`src/rtl/cpu_state_dump_if.sv`:
```
// -----------------------------------------------------------------------------
// cpu_state_dump_if
//   Valid/ready word stream carrying the architectural-state dump from the
//   cpu_state_dump responder to the bench or host link.
//
//   Signals:
//     out_valid  stream word valid (producer)
//     out_ready  consumer accepts the word (consumer)
//     out_tag    8-bit word tag: 0x00 cycle, 0x01 PC, 0x02 ALU, 0x10+i reg i
//     out_data   DATA_W-bit word payload
//
//   Modports:
//     master  the dump responder (drives valid/tag/data, samples ready)
//     slave   the consumer (samples valid/tag/data, drives ready)
// -----------------------------------------------------------------------------
interface cpu_state_dump_if #(
  parameter int DATA_W = 32
) ();

  logic              out_valid;
  logic              out_ready;
  logic [7:0]        out_tag;
  logic [DATA_W-1:0] out_data;

  modport master (
    output out_valid,
    output out_tag,
    output out_data,
    input  out_ready
  );

  modport slave (
    input  out_valid,
    input  out_tag,
    input  out_data,
    output out_ready
  );

endinterface : cpu_state_dump_if

```
`src/rtl/cpu_state_dump.sv`:
```
// -----------------------------------------------------------------------------
// cpu_state_dump
//   Debug responder that freezes the core and streams its architectural
//   state. A dump is triggered on demand (dbg_start) or when the idle-cycle
//   counter reaches stop_cycle. The block halts the pipeline, snapshots the
//   cycle count, PC and EX-stage ALU result, then reads every register-file
//   entry through the debug read port. Words leave as a tagged stream:
//   cycle, PC, ALU, R0..R(NUM_REGS-1).
//
//   Ports:
//     clk          rising-edge clock
//     rst_n        synchronous active-low reset
//     stop_cycle   auto-trigger cycle number (0 disables auto-trigger)
//     dbg_start    on-demand request, only honoured while idle
//     pc_in        program counter from the core
//     alu_out_in   EX-stage ALU result from the core
//     halt_req     stall request to the core
//     halt_ack     core frozen, register file no longer written
//     rf_rd_addr   register-file debug read address
//     rf_rd_data   read data, valid one cycle after the address
//     out_if       stream of tagged words (master side)
//     busy         high whenever a dump is in progress
//     done         one-cycle pulse after the last word is accepted
//
//   Parameters: NUM_REGS entries dumped, DATA_W data width, IDX_W index
//   width (2**IDX_W must cover NUM_REGS).
// -----------------------------------------------------------------------------
module cpu_state_dump #(
  parameter int NUM_REGS = 32,
  parameter int DATA_W   = 32,
  parameter int IDX_W    = 5
) (
  input  logic                    clk,
  input  logic                    rst_n,
  input  logic [31:0]             stop_cycle,
  input  logic                    dbg_start,
  input  logic [DATA_W-1:0]       pc_in,
  input  logic [DATA_W-1:0]       alu_out_in,
  output logic                    halt_req,
  input  logic                    halt_ack,
  output logic [IDX_W-1:0]        rf_rd_addr,
  input  logic [DATA_W-1:0]       rf_rd_data,
  cpu_state_dump_if.master        out_if,
  output logic                    busy,
  output logic                    done
);

  localparam logic [7:0] TAG_CYCLE    = 8'h00;
  localparam logic [7:0] TAG_PC       = 8'h01;
  localparam logic [7:0] TAG_ALU      = 8'h02;
  localparam logic [7:0] TAG_REG_BASE = 8'h10;

  localparam logic [IDX_W-1:0] LAST_REG = IDX_W'(NUM_REGS - 1);

  typedef enum logic [2:0] {
    S_IDLE,   // counting cycles, watching for a trigger
    S_HALT,   // halt_req raised, waiting for the core to freeze
    S_HDR,    // streaming the three snapshot words
    S_RDREQ,  // register address on the debug read port
    S_RDCAP,  // read data arrives, load it into the output register
    S_EMIT,   // register word on the stream, waiting for the handshake
    S_DONE    // done pulse, release the core
  } state_e;

  state_e            r_state;
  logic [31:0]       r_cycle_cnt;
  logic [31:0]       r_snap_cycle;
  logic [DATA_W-1:0] r_snap_pc;
  logic [DATA_W-1:0] r_snap_alu;
  logic [1:0]        r_hdr_idx;
  logic [IDX_W-1:0]  r_reg_idx;
  logic              r_halt_req;
  logic              r_out_valid;
  logic [7:0]        r_out_tag;
  logic [DATA_W-1:0] r_out_data;
  logic              r_busy;
  logic              r_done;

  logic w_trigger;
  logic w_handshake;

  // Both trigger sources share one OR, so a simultaneous dbg_start and
  // stop_cycle match can only ever start a single dump.
  assign w_trigger   = dbg_start || ((stop_cycle != 32'd0) && (r_cycle_cnt == stop_cycle));
  assign w_handshake = r_out_valid && out_if.out_ready;

  // NOTE: the reset test lives inside the clocked block, so reset is
  // synchronous; every register (outputs included) is cleared on that edge.
  always_ff @(posedge clk) begin
    if (!rst_n) begin
      r_state      <= S_IDLE;
      r_cycle_cnt  <= 32'd1;
      r_snap_cycle <= '0;
      r_snap_pc    <= '0;
      r_snap_alu   <= '0;
      r_hdr_idx    <= '0;
      r_reg_idx    <= '0;
      r_halt_req   <= 1'b0;
      r_out_valid  <= 1'b0;
      r_out_tag    <= '0;
      r_out_data   <= '0;
      r_busy       <= 1'b0;
      r_done       <= 1'b0;
    end else begin
      // NOTE: non-blocking assignments throughout, so every branch below sees
      // the register values from before this edge regardless of order.
      unique case (r_state)
        S_IDLE: begin
          // Counter runs every idle cycle, including the trigger cycle; that
          // increment is the +1 it resumes with once the dump finishes.
          r_cycle_cnt <= r_cycle_cnt + 32'd1;
          if (w_trigger) begin
            r_snap_cycle <= r_cycle_cnt;
            r_snap_pc    <= pc_in;
            r_snap_alu   <= alu_out_in;
            r_halt_req   <= 1'b1;
            r_busy       <= 1'b1;
            r_state      <= S_HALT;
          end
        end

        S_HALT: begin
          if (halt_ack) begin
            r_hdr_idx   <= 2'd0;
            r_out_valid <= 1'b1;
            r_out_tag   <= TAG_CYCLE;
            r_out_data  <= DATA_W'(r_snap_cycle);
            r_state     <= S_HDR;
          end
        end

        S_HDR: begin
          if (w_handshake) begin
            unique case (r_hdr_idx)
              2'd0: begin
                r_hdr_idx  <= 2'd1;
                r_out_tag  <= TAG_PC;
                r_out_data <= r_snap_pc;
              end
              2'd1: begin
                r_hdr_idx  <= 2'd2;
                r_out_tag  <= TAG_ALU;
                r_out_data <= r_snap_alu;
              end
              default: begin
                r_out_valid <= 1'b0;
                r_reg_idx   <= '0;
                r_state     <= S_RDREQ;
              end
            endcase
          end
        end

        // r_reg_idx doubles as the read address, so it is already on the
        // port for this whole cycle.
        S_RDREQ: r_state <= S_RDCAP;

        S_RDCAP: begin
          r_out_valid <= 1'b1;
          r_out_tag   <= TAG_REG_BASE + 8'(r_reg_idx);
          r_out_data  <= rf_rd_data;
          r_state     <= S_EMIT;
        end

        S_EMIT: begin
          if (w_handshake) begin
            r_out_valid <= 1'b0;
            if (r_reg_idx == LAST_REG) begin
              r_done  <= 1'b1;
              r_state <= S_DONE;
            end else begin
              r_reg_idx <= r_reg_idx + IDX_W'(1);
              r_state   <= S_RDREQ;
            end
          end
        end

        S_DONE: begin
          r_done     <= 1'b0;
          r_halt_req <= 1'b0;
          r_busy     <= 1'b0;
          r_reg_idx  <= '0;
          r_state    <= S_IDLE;
        end

        default: r_state <= S_IDLE;
      endcase
    end
  end

  assign halt_req         = r_halt_req;
  assign rf_rd_addr       = r_reg_idx;
  assign busy             = r_busy;
  assign done             = r_done;
  assign out_if.out_valid = r_out_valid;
  assign out_if.out_tag   = r_out_tag;
  assign out_if.out_data  = r_out_data;

endmodule : cpu_state_dump

```
`src/flat_wrapper.sv`:
```
// flat-port wrapper written by rule: the top's interface ports become plain ports
module cpu_state_dump_flat 
#(
  parameter int NUM_REGS = 32,
  parameter int DATA_W   = 32,
  parameter int IDX_W    = 5
)
  (clk, rst_n, stop_cycle, dbg_start, pc_in, alu_out_in, halt_req, halt_ack, rf_rd_addr, rf_rd_data, busy, done, out_if_out_valid, out_if_out_tag, out_if_out_data, out_if_out_ready);
  cpu_state_dump_if #(.DATA_W(DATA_W)) out_if_i ();
  input  logic clk;
  input  logic rst_n;
  input  logic [31:0] stop_cycle;
  input  logic dbg_start;
  input  logic [DATA_W-1:0] pc_in;
  input  logic [DATA_W-1:0] alu_out_in;
  output logic halt_req;
  input  logic halt_ack;
  output logic [IDX_W-1:0] rf_rd_addr;
  input  logic [DATA_W-1:0] rf_rd_data;
  output logic busy;
  output logic done;
  output wire logic [$bits(out_if_i.out_valid)-1:0] out_if_out_valid;
  output wire logic [$bits(out_if_i.out_tag)-1:0] out_if_out_tag;
  output wire logic [$bits(out_if_i.out_data)-1:0] out_if_out_data;
  input wire logic [$bits(out_if_i.out_ready)-1:0] out_if_out_ready;
  assign out_if_out_valid = out_if_i.out_valid;
  assign out_if_out_tag = out_if_i.out_tag;
  assign out_if_out_data = out_if_i.out_data;
  assign out_if_i.out_ready = out_if_out_ready;
  cpu_state_dump #(.NUM_REGS(NUM_REGS), .DATA_W(DATA_W), .IDX_W(IDX_W)) u_core (.clk(clk), .rst_n(rst_n), .stop_cycle(stop_cycle), .dbg_start(dbg_start), .pc_in(pc_in), .alu_out_in(alu_out_in), .halt_req(halt_req), .halt_ack(halt_ack), .rf_rd_addr(rf_rd_addr), .rf_rd_data(rf_rd_data), .out_if(out_if_i), .busy(busy), .done(done));
endmodule
```
`config.mk`:
```
export PLATFORM = sky130hd
export DESIGN_NAME = cpu_state_dump_flat
export DESIGN_NICKNAME = d
export VERILOG_FILES = /design/src/rtl/cpu_state_dump_if.sv /design/src/rtl/cpu_state_dump.sv /design/src/flat_wrapper.sv
export SDC_FILE = /design/constraint.sdc
export NUM_CORES = 1
export LEC_CHECK = 0
export CAP_MARGIN = 25
export CORE_MARGIN = 5
export CORE_UTILIZATION = 46
export DETAILED_ROUTE_END_ITERATION = 8
export PLACE_DENSITY = 0.73
export SLEW_MARGIN = 10
export SYNTH_ARGS = -nofsm -noshare
export SYNTH_HDL_FRONTEND = slang
export SYNTH_SLANG_ARGS = --single-unit
export TNS_END_PERCENT = 10
```
`constraint.sdc`:
```
create_clock -name clk -period 2.2 [get_ports clk]
set_input_delay 0.44 -clock clk [delete_from_list [all_inputs] [get_ports clk]]
set_output_delay 0.44 -clock clk [all_outputs]
set_load 0.01 [all_outputs]
```
* Yosys cells after proc, flatten, opt, wreduce, memory -nomap -nowiden *
Cells that the tools add are included.

word-level totals
  bits in registers = 181
  latch bits = 0
  RAM bits = 0
  bits in read-only memories = 0
  bits of input ports = 133
  output and inout port bits = 49
  memories = 0

operators by class
  add/subtract/negate cells = 3
  multiply operators = 0
  divide/modulo/power cells = 0
  $lt $le $gt $ge = 0
  equal/unequal tests = 17
  shift operators = 0
  multiplexer cells = 34
  bitwise operators = 0
  reduce and logical (&&, ||, !) cells = 21

operators with widths
  operator               number
  $pmux 32 s3            1
  $mux 32                2
  $pmux 32 s2            1
  $add 32x1->32 const B  1
  $eq 32x32->1           1
  $reduce_bool 32->1     1
  $pmux 8 s3             1
  $mux 5                 4
  $mux 3                 6
  $pmux 3 s6             1
  $mux 8                 2
  $pmux 8 s2             1
  $pmux 5 s3             1
  $reduce_and 5->1       3
  $eq 3x3->1 const B     3
  $ne 2x1->1 const B     4
  $pmux 2 s2             2
  $reduce_and 4->1       2
  $mux 1                 7
  $add 5x5->6 const A    1
  $eq 3x2->1 const B     2
  $ne 2x2->1 const B     3
  $reduce_bool 2->1      3
  $reduce_bool 3->1      2
  other kinds (16)       20

* Depth between registers and ports, before layout *
Gate-level depths: netlist of the first run.

  depth in word-level cells = 5
  mapped depth = 10

* Least setup slack after synthesis of the first run *
OpenSTA, ideal clock, no wires.

  path type = register to register
  start point = reg u_core.r_cycle_cnt[17]
  end point = reg u_core.r_snap_cycle[10]
  library setup time = 0.072 ns
  data arrival time = 1.873 ns
  required time = 2.128 ns
  path slack = 0.255 ns
  stages on the path, launching flop included = 11
  period minus slack after synthesis = 1.945 ns
  cell sequence = dfxtp_1 -> clkbuf_1 -> xnor2_1 -> nand4_1 -> nor4_1 -> a31oi_1 -> nor2b_1 -> buf_2 -> buf_4 -> buf_6 -> mux2i_1

on the way
  longest elaborated chain between the ends = 4

RTL lines
  what                        line                   source
  from (decl)                 cpu_state_dump.sv:66   logic [31:0] r_cycle_cnt;
  from (signal assigned)      cpu_state_dump.sv:111  r_cycle_cnt <= r_cycle_cnt + 32'd1;
  $eq 32x32->1                cpu_state_dump.sv:84   assign w_trigger = dbg_start || ((stop_cycle != 32'd0) && (r_cycle_cnt == stop_cycle));
  $logic_and 1x1->1           cpu_state_dump.sv:84
  $logic_or 1x1->1            cpu_state_dump.sv:84
  $reduce_and 2->1 (no line)  --
  to (signal assigned)        cpu_state_dump.sv:113  r_snap_cycle <= r_cycle_cnt;
  to (decl)                   cpu_state_dump.sv:67   logic [31:0] r_snap_cycle;

No other way between the ends.
A chain may end at the register's enable or synchronous reset.

* Worst setup path in the final report of the first run *
  start point = reg u_core.r_cycle_cnt[16]
  end point = reg u_core.r_cycle_cnt[31]

on the way
  longest elaborated chain between the ends = 1

RTL lines
  what           line
  $add 32x1->32  cpu_state_dump.sv:111

No other way between the ends.

==> impl_metrics.yaml, run 1 <==
flow_run:
  drv_cap: 0
power:
  ir_drop_mv: 0.642
  power.density_nw_per_um2: 952
  p_leak_uw: 0.00487
  total_power_uw: 11200
layout:
  drive_gt1_share_pct: 10.8
  nFillCells: 1471
  num-nets-final: 1317
  area_growth_pct: 38.9
timing:
  setup_violations: 0
  fin_crit_sh_pct: 99.2
  rsz0062_at_grt: "yes"
  finalSetupTns_ns: 0
  min_period_ns: 2.18
  clock_skew_ns: 0.00809
  max_freq_mhz: 458
  tightestPinTransition_ns: 0.514
  relSlewSlack_pct: 65.4
  hold_viol_final: 0
  report.final.slew_viol_count: 0
routing:
  vias: 7817
  wl_mm: 25.5
  wl_per_cell_um: 17.9
  drt-vias-per-instance: 5.49
  drt_iter0_markers: 485
  ant_nets: 0
  drc: 0
  first_pass_iters: 5
yosys:
  synth_edf_count: 0
  ys_top_cells_by_area: "dfxtp_1 42%, nand2_1 12%, mux2i_1 12%"
  synthFlopType: "dfxtp_1"
  ys_seq_elements: 179
  synth_area_um2: 8500
  synth_area_leader_cell: "dfxtp_1"
  syn_avg_cell_area_um2: 8.57
  yosysUniqueCellTypes: 50
  yosys_warnings: 0
  seq_area_frac_synth_pct: 42.2
  synth-async-reset-ratio_pct: 0
  synth_cells: 992
  synth_top_area_share_pct: 42.2
die:
  die_w_um: 146
  initial_core_util_pct: 47.0
  die_area_um2: 21300
  io_pins: 182
  fp.dieH_um: 146
  coreArea_um2: 18100
  rows: 49
global_route:
  grt_usage_pct: 22.7
  first_global_vias: 7624
  antenna_found_initial: 2
  overflow: 0
  grt_pass1_wl_mm: 39.2
  grt_start_max_net_pins: 73
placed_design:
  gp_congestion: 0.885
  portBuffers: 179
  post-dp-hpwl_mm: 17.5
critical_path:
  crit_path_end_kind: "flip-flop"
  rr_worst_depth: 5
  start_kind: "flip-flop"
  reg2reg_slack_ns: 0.02
  crit_type: "flip-flop to flip-flop"
  cp.required_ns: 2.49
  crit_fanout: 9
  arrival_ns: 2.47
outcome:
  status: "complete, no violations"
clock_network:
  root_buffer: "clkbuf_16"
  clock_path_buffers: 2
  ctsHoldBuffers: 0
  clk_latency_ns: 0.42
  cts.htree.levels: 4
  cts_tree: "done"
  cts.sinks: 179
  clkTransAtPathRegs_ns: 0.06
  numCtsBuffers: 17
hold_path:
  hold_path.class: "input pin to flip-flop"
  hold_depth: 2
==> kinds of logic (layout without fill, tap and decap cells) <==
| logic type | Yosys count | in the layout | synth area share [%] |
|---|---|---|---|
| compound gates | 144 | 144 | 12.7 |
| xor+xnor | 56 | 56 | 5.77 |
| fa+ha+maj | 3 | 3 | 0.442 |
| buf+inv | 91 | 291 | 4.76 |
| flops | 179 | 179 | 42.2 |
| mux | 100 | 100 | 11.8 |
| other cells | 1 | 4 | 0.0441 |
| simple gates | 418 | 418 | 22.4 |
==> what timing repair did <==
item	CTS	global route
resized for setup	3	51
setup buffers	3	0
gates cloned	0	7
setup endpoints to repair	94	101
pin swaps	0	13
==> layout by cell type, fill, tap and decap left out, types with 7 or more instances in the layout <==
cell,synthesis,routed
clkbuf_16,0,23
dlymetal6s2s_1,0,19
nor3_1,9,9
o21ai_0,15,15
nand2_1,279,278
nor2b_1,15,13
o211a_1,32,32
inv_1,12,12
and2_1,24,24
dfxtp_1,179,170
dfxtp_2,0,9
clkdlybuf4s50_1,0,159
xor2_1,12,12
nand4_1,16,16
a21oi_1,29,29
mux2i_1,100,99
xnor2_1,44,40
nand3_1,23,23
buf_12,0,8
buf_4,5,51
a22oi_1,24,24
a221oi_1,21,21
nor2_1,9,7
or3_1,7,7
==> worst max-delay path: stages (launching register included) <==
cell and delay, ns:
dfxtp_1 0.45, and4_1 0.32, and4_1 0.28, nand4_1 0.32, nor4_1 0.50, o21ai_0 0.18
==> report_power, final <==
part           internal, µW  total, µW  switching, µW
Clock                  2070       3320           1250
Sequential             3770       4110            334
Combinational          2010       3810           1800
==> registers in the layout, summed over array words and instances, names as in the netlist <==
name and cells:
u_core.r_cycle_cnt 32, u_core.r_state 3, u_core.r_hdr_idx 2, u_core.rf_rd_addr 5
u_core.out_if.out_valid 1, u_core.halt_req 1, u_core.r_snap_pc 32, u_core.done 1
u_core.r_snap_alu 32, u_core.out_if.out_tag 6, u_core.out_if.out_data 32, u_core.r_snap_cycle 32
==> worst paths after layout <==
check                    startpoint                      to
min                           rst_n   u_core.r_cycle_cnt[0]
max reg2reg  u_core.r_cycle_cnt[16]  u_core.r_cycle_cnt[31]
min reg2reg   u_core.r_snap_alu[12]   u_core.r_snap_alu[12]
max          u_core.r_cycle_cnt[16]  u_core.r_cycle_cnt[31]
==> routing by layer <==
metal | vias to the layer above | GRT usage, % | part of all wire (%)
met5 | - | 0 | 0
met4 | 0 | 8.78 | 2.6
met3 | 46 | 5.14 | 5.8
met2 | 258 | 38.2 | 50
met1 | 3728 | 28.2 | 42
li1 | 3785 | - | -
==> layout make-up <==
class / count / area [µm²] / area share, %
tap: 229 / 287 / 2.43
clock buffer: 22 / 464 / 3.93
timing repair buffer: 248 / 2590 / 22.0
antenna: 2 / 5.00 / 0.0424
clock inverter: 9 / 178 / 1.51
inverter: 12 / 45.0 / 0.382
multi-input combinational: 723 / 4640 / 39.3
sequential: 179 / 3590 / 30.5
==> cells in the mapped netlist (7+ instances only) <==
master	count
o21ai_0	15
inv_1	12
a22oi_1	24
clkbuf_1	52
a21oi_1	29
dfxtp_1	179
xor2_1	12
or3_1	7
nand3_1	23
a221oi_1	21
mux2i_1	100
o211a_1	32
nor4_1	12
nand2_1	279
nand4_1	16
and2_1	24
buf_2	17
nor2b_1	15
nor2_1	9
xnor2_1	44
nor3_1	9
==> stage by stage <==
stage	worst slack (ns)	std cells	utilization, %	cell area, µm²	hold slack (ns)
after floorplan	0.255	993	-	8500	0.434
final	0.0168	1424	65.3	11800	0.310
after CTS	0.00917	1415	63.3	11500	0.300
after global routing	-0.0297	1424	65.3	11800	0.325
after detailed placement	-0.593	1381	59.5	10800	0.447
after global placement	-0.486	1381	59.5	10800	0.441
Note: power is estimated with default switching activity, not from simulation.
==> run 2: changes to the inputs <==
==> constraint.sdc (replaced) <==
create_clock -name clk -period 2.5 [get_ports clk]
set_input_delay 0.5 -clock clk [delete_from_list [all_inputs] [get_ports clk]]
set_output_delay 0.5 -clock clk [all_outputs]
set_load 0.01 [all_outputs]
==> impl_metrics.yaml, run 2 (synthesized netlist as in run 1, its figures left out) <==
global_route:
  antenna_found_initial: 1
  grt_usage_pct: 22.0
  first_global_vias: 7276
  overflow: 0
  grt_pass1_wl_mm: 38.0
  grt_start_max_net_pins: 79
routing:
  wl_mm: 23.7
  drc: 0
  first_pass_iters: 5
  vias: 7518
  drt-vias-per-instance: 5.38
  ant_nets: 0
  drt_iter0_markers: 376
  wl_per_cell_um: 17.0
layout:
  multiInputGateArea_um2: 4530
  post-route-util_pct: 62.4
  layout_common_cells: "278 x nand2_1, 179 x dfxtp_1, 178 x clkdlybuf4s50_1"
  regArea_um2: 3580
  num-nets-final: 1290
  nFillCells: 1548
  drive_gt1_share_pct: 7.20
  area_growth_pct: 32.7
  final_common_cell: "nand2_1"
die:
  rows: 49
  fp.dieH_um: 146
  die_area_um2: 21300
  coreArea_um2: 18100
  io_pins: 182
  initial_core_util_pct: 47.0
  die_w_um: 146
clock_network:
  numCtsBuffers: 17
  root_buffer: "clkbuf_16"
  clkTransAtPathRegs_ns: 0.07
  clock_path_buffers: 2
  clk_latency_ns: 0.43
  cts.sinks: 179
  ctsHoldBuffers: 0
  cts_tree: "done"
  cts.htree.levels: 4
critical_path:
  start_kind: "flip-flop"
  crit_fanout: 18
  crit_type: "flip-flop to flip-flop"
  arrival_ns: 2.67
  rr_worst_depth: 7
  cp.required_ns: 2.87
  crit_path_end_kind: "flip-flop"
timing:
  max_freq_mhz: 436
  report.final.slew_viol_count: 0
  fin_crit_sh_pct: 91.7
  rsz0062_at_grt: "no"
  min_period_ns: 2.29
  setup_violations: 0
  hold_viol_final: 0
  clock_skew_ns: 0.0136
  tightestPinTransition_ns: 0.897
  relSlewSlack_pct: 40.1
  fin_ws_ns: 0.207
  finalSetupTns_ns: 0
hold_path:
  hold_path.class: "flip-flop to flip-flop"
  hold_depth: 2
placed_design:
  portBuffers: 179
  gp_congestion: 0.900
  pre_cts_slack_ns: -0.279
  post-dp-hpwl_mm: 17.3
flow_run:
  drv_cap: 0
outcome:
  status: "complete, no violations"
power:
  ir_drop_mv: 0.595
  p_leak_uw: 0.00443
  power.density_nw_per_um2: 824
  total_power_uw: 9290
[run 2: critical path: stages, from the launching register on]
cell,delay (ns)
dfxtp_1,0.49
nand2b_1,0.23
nor2_2,0.07
nor2_2,0.70
buf_4,0.36
a22oi_1,0.13
nand3_1,0.12
o211a_1,0.14
[run 2: metal layers]
layer | vias up | routed length (µm) | global-route usage, %
met1 | 3525 | 10500 | 28.1
met3 | 52 | 1200 | 4.98
li1 | 3742 | - | -
met2 | 199 | 11200 | 36.4
met4 | 0 | 751 | 8.50
met5 | - | 0 | 0
[run 2: path summary, 6_finish.rpt]
check / startpoint / end / slack, ns
setup / recovery: u_core.r_state[1] / u_core.out_if.out_data[13] / 0.21
hold / removal: u_core.r_snap_alu[21] / u_core.r_snap_alu[21] / 0.46
setup reg to reg: u_core.r_state[1] / u_core.out_if.out_data[13] / 0.21
hold reg to reg: u_core.r_snap_alu[21] / u_core.r_snap_alu[21] / 0.46
[run 2: stage by stage]
step           hold WS, ns  std cells  area [µm²]
6_report             0.459       1397       11300
5_1_grt              0.472       1397       11300
4_1_cts              0.459       1394       11200
3_5_place_dp         0.447       1362       10600
3_3_place_gp         0.442       1362       10600
2_1_floorplan        0.434        993        8500
[run 2: power breakdown]
group / leakage (µW) / internal, µW / total [µW] / switching [µW]
registers: 0.00146 / 3320 / 3620 / 299
clock network: 0.000280 / 1580 / 2730 / 1150
logic: 0.00270 / 1510 / 2940 / 1440
[run 2: repair_timing]
item                       4_1_cts  5_1_grt
buffers inserted                 0        2
setup endpoints to repair        0        9
resized for setup                0        0
[run 2: area by class of cell]
cell class                 instances  area share [%]
timing repair buffer             221            19.7
multi-input combinational        723            40.2
clock buffer                      21            4.26
inverter                          12           0.399
tap                              229            2.54
antenna                            1          0.0222
clock inverter                    11            1.13
sequential                       179            31.8
==> run 3: changes to the inputs <==
--- a/config.mk
+++ b/config.mk
@@ -6,10 +6,12 @@
 export NUM_CORES = 1
 export LEC_CHECK = 0
 export CAP_MARGIN = 25
+export CELL_PAD_IN_SITES_DETAIL_PLACEMENT = 0
+export CELL_PAD_IN_SITES_GLOBAL_PLACEMENT = 2
 export CORE_MARGIN = 5
-export CORE_UTILIZATION = 46
+export CORE_UTILIZATION = 30
 export DETAILED_ROUTE_END_ITERATION = 8
-export PLACE_DENSITY = 0.73
+export PLACE_DENSITY_LB_ADDON = 0.1
 export SLEW_MARGIN = 10
 export SYNTH_ARGS = -nofsm -noshare
 export SYNTH_HDL_FRONTEND = slang
==> impl_metrics.yaml, run 3 (synthesized netlist as in run 1, its figures left out) <==
outcome:
  status: "complete, no violations"
critical_path:
  critical-path-slowest-cell: "clkdlybuf4s50_1"
  max_stage_delay_ns: 0.56
  crit_type: "input pin to flip-flop"
  rr_endpoint: "u_core.r_snap_alu[11]"
  crit_top_cell: "buf_12"
  start_kind: "input pin"
  arrival_ns: 2.65
  path_cells: "clkdlybuf4s50_1 > xnor2_1 > nand4_1 > nor4_1 > a31oi_1 > buf_4 > nor2b_4 > buf_12 > buf_12 > mux2i_1"
  reg2reg_slack_ns: 0.35
  rr_startpoint: "u_core.r_cycle_cnt[28]"
  rr_worst_depth: 9
  cp.required_ns: 2.87
  crit_path_end_kind: "flip-flop"
  crit_fanout: 16
die:
  coreArea_um2: 27900
  fp.dieH_um: 178
  initial_core_util_pct: 30.5
  rows: 61
  die_area_um2: 31800
  io_pins: 182
  die_w_um: 178
global_route:
  grt_pass1_wl_mm: 42.7
  overflow: 0
  grt_start_max_net_pins: 95
  antenna_found_initial: 0
  grt_usage_pct: 17.3
  first_global_vias: 7498
timing:
  clock_skew_ns: 0.0183
  report.final.slew_viol_count: 0
  fin_crit_sh_pct: 91.3
  hold_viol_final: 0
  finalSetupTns_ns: 0
  max_freq_mhz: 438
  setup_violations: 0
  rsz0062_at_grt: "no"
  min_period_ns: 2.28
flow_run:
  drv_cap: 0
hold_path:
  min_to: "u_core.r_snap_pc[19]"
  hold_path.class: "flip-flop to flip-flop"
  hp-start: "u_core.r_snap_pc[19]"
  hold_depth: 2
clock_network:
  numCtsBuffers: 17
  cts.htree.levels: 4
  cts_setup_buffers: 0
  root_buffer: "clkbuf_16"
  clkTransAtPathRegs_ns: 0.09
  ctsHoldBuffers: 0
  clock_path_buffers: 2
  cts.sinks: 179
  cts_tree: "done"
  clk_latency_ns: 0.44
  cts_resized: 0
layout:
  final_area_um2: 11600
  multiInputGateArea_um2: 4540
  area_growth_pct: 36.2
  regArea_um2: 3580
  post-route-util_pct: 41.6
  drive_gt1_share_pct: 7.36
  num-nets-final: 1292
  nFillCells: 2800
  antennaDiodeCount: 0
  final_common_cell: "nand2_1"
  layout_common_cells: "278 x nand2_1, 179 x dfxtp_1, 178 x clkdlybuf4s50_1"
routing:
  drt-vias-per-instance: 4.70
  first_pass_iters: 4
  vias: 7270
  drt_iter0_markers: 390
  wl_per_cell_um: 17.8
  ant_nets: 0
  drc: 0
  wl_mm: 27.6
power:
  ir_drop_mv: 0.495
  p_leak_uw: 0.00450
  power.density_nw_per_um2: 836
  total_power_uw: 9680
placed_design:
  portBuffers: 179
  post-dp-hpwl_mm: 20.1
  gp_congestion: 0.773
  place_area_um2: 10900
[run 3: how the worst max path moves through the flow]
stage | startpoint | endpoint | slack [ns]
floorplan | stop_cycle[24] | u_core.halt_req | 0.52
global placement | stop_cycle[16] | u_core.r_snap_alu[27] | -0.22
detailed placement | stop_cycle[21] | u_core.r_snap_alu[11] | -0.25
CTS | stop_cycle[21] | u_core.r_snap_alu[11] | 0.23
global route | stop_cycle[23] | u_core.r_snap_alu[11] | 0.08
finish | stop_cycle[21] | u_core.r_snap_alu[11] | 0.22
[run 3: power breakdown]
group,leakage (µW),switching (µW),internal [µW]
registers,0.00146,323,3320
logic,0.00273,1510,1620
clock network,0.000309,1360,1550
[run 3: through the flow]
| step | std cells | hold slack (ns) | setup slack (ns) |
|---|---|---|---|
| 2_1_floorplan | 993 | 0.434 | 0.522 |
| 3_3_place_gp | 1515 | 0.441 | -0.219 |
| 3_5_place_dp | 1515 | 0.446 | -0.246 |
| 4_1_cts | 1547 | 0.461 | 0.227 |
| 5_1_grt | 1547 | 0.472 | 0.0755 |
| 6_report | 1547 | 0.458 | 0.218 |
[run 3: layer usage]
| metal | track usage (%) | share of wire [%] |
|---|---|---|
| met2 | 29.6 | 49 |
| met1 | 22.5 | 46 |
| met4 | 3.07 | 0.75 |
| met3 | 4.15 | 4.7 |
| met5 | 0 | 0 |
[run 3: layout make-up]
cell class | instances | share of cell area (%)
clock buffers | 17 | 3.67
clock inverters | 15 | 1.84
inverters | 12 | 0.389
multi-input cells | 723 | 39.2
flip-flops and latches | 179 | 31.0
well taps | 378 | 4.09
repair buffers | 223 | 19.9
[run 3: critical path, delay by kind of cell]
kind | cells | cell delay [ns]
muxes | 1 | 0.21
AOI/OAI and AO/OA | 1 | 0.14
xor gates and xnor gates | 1 | 0.17
and+or+nand+nor | 3 | 0.52
buffers and inverters | 4 | 1.08
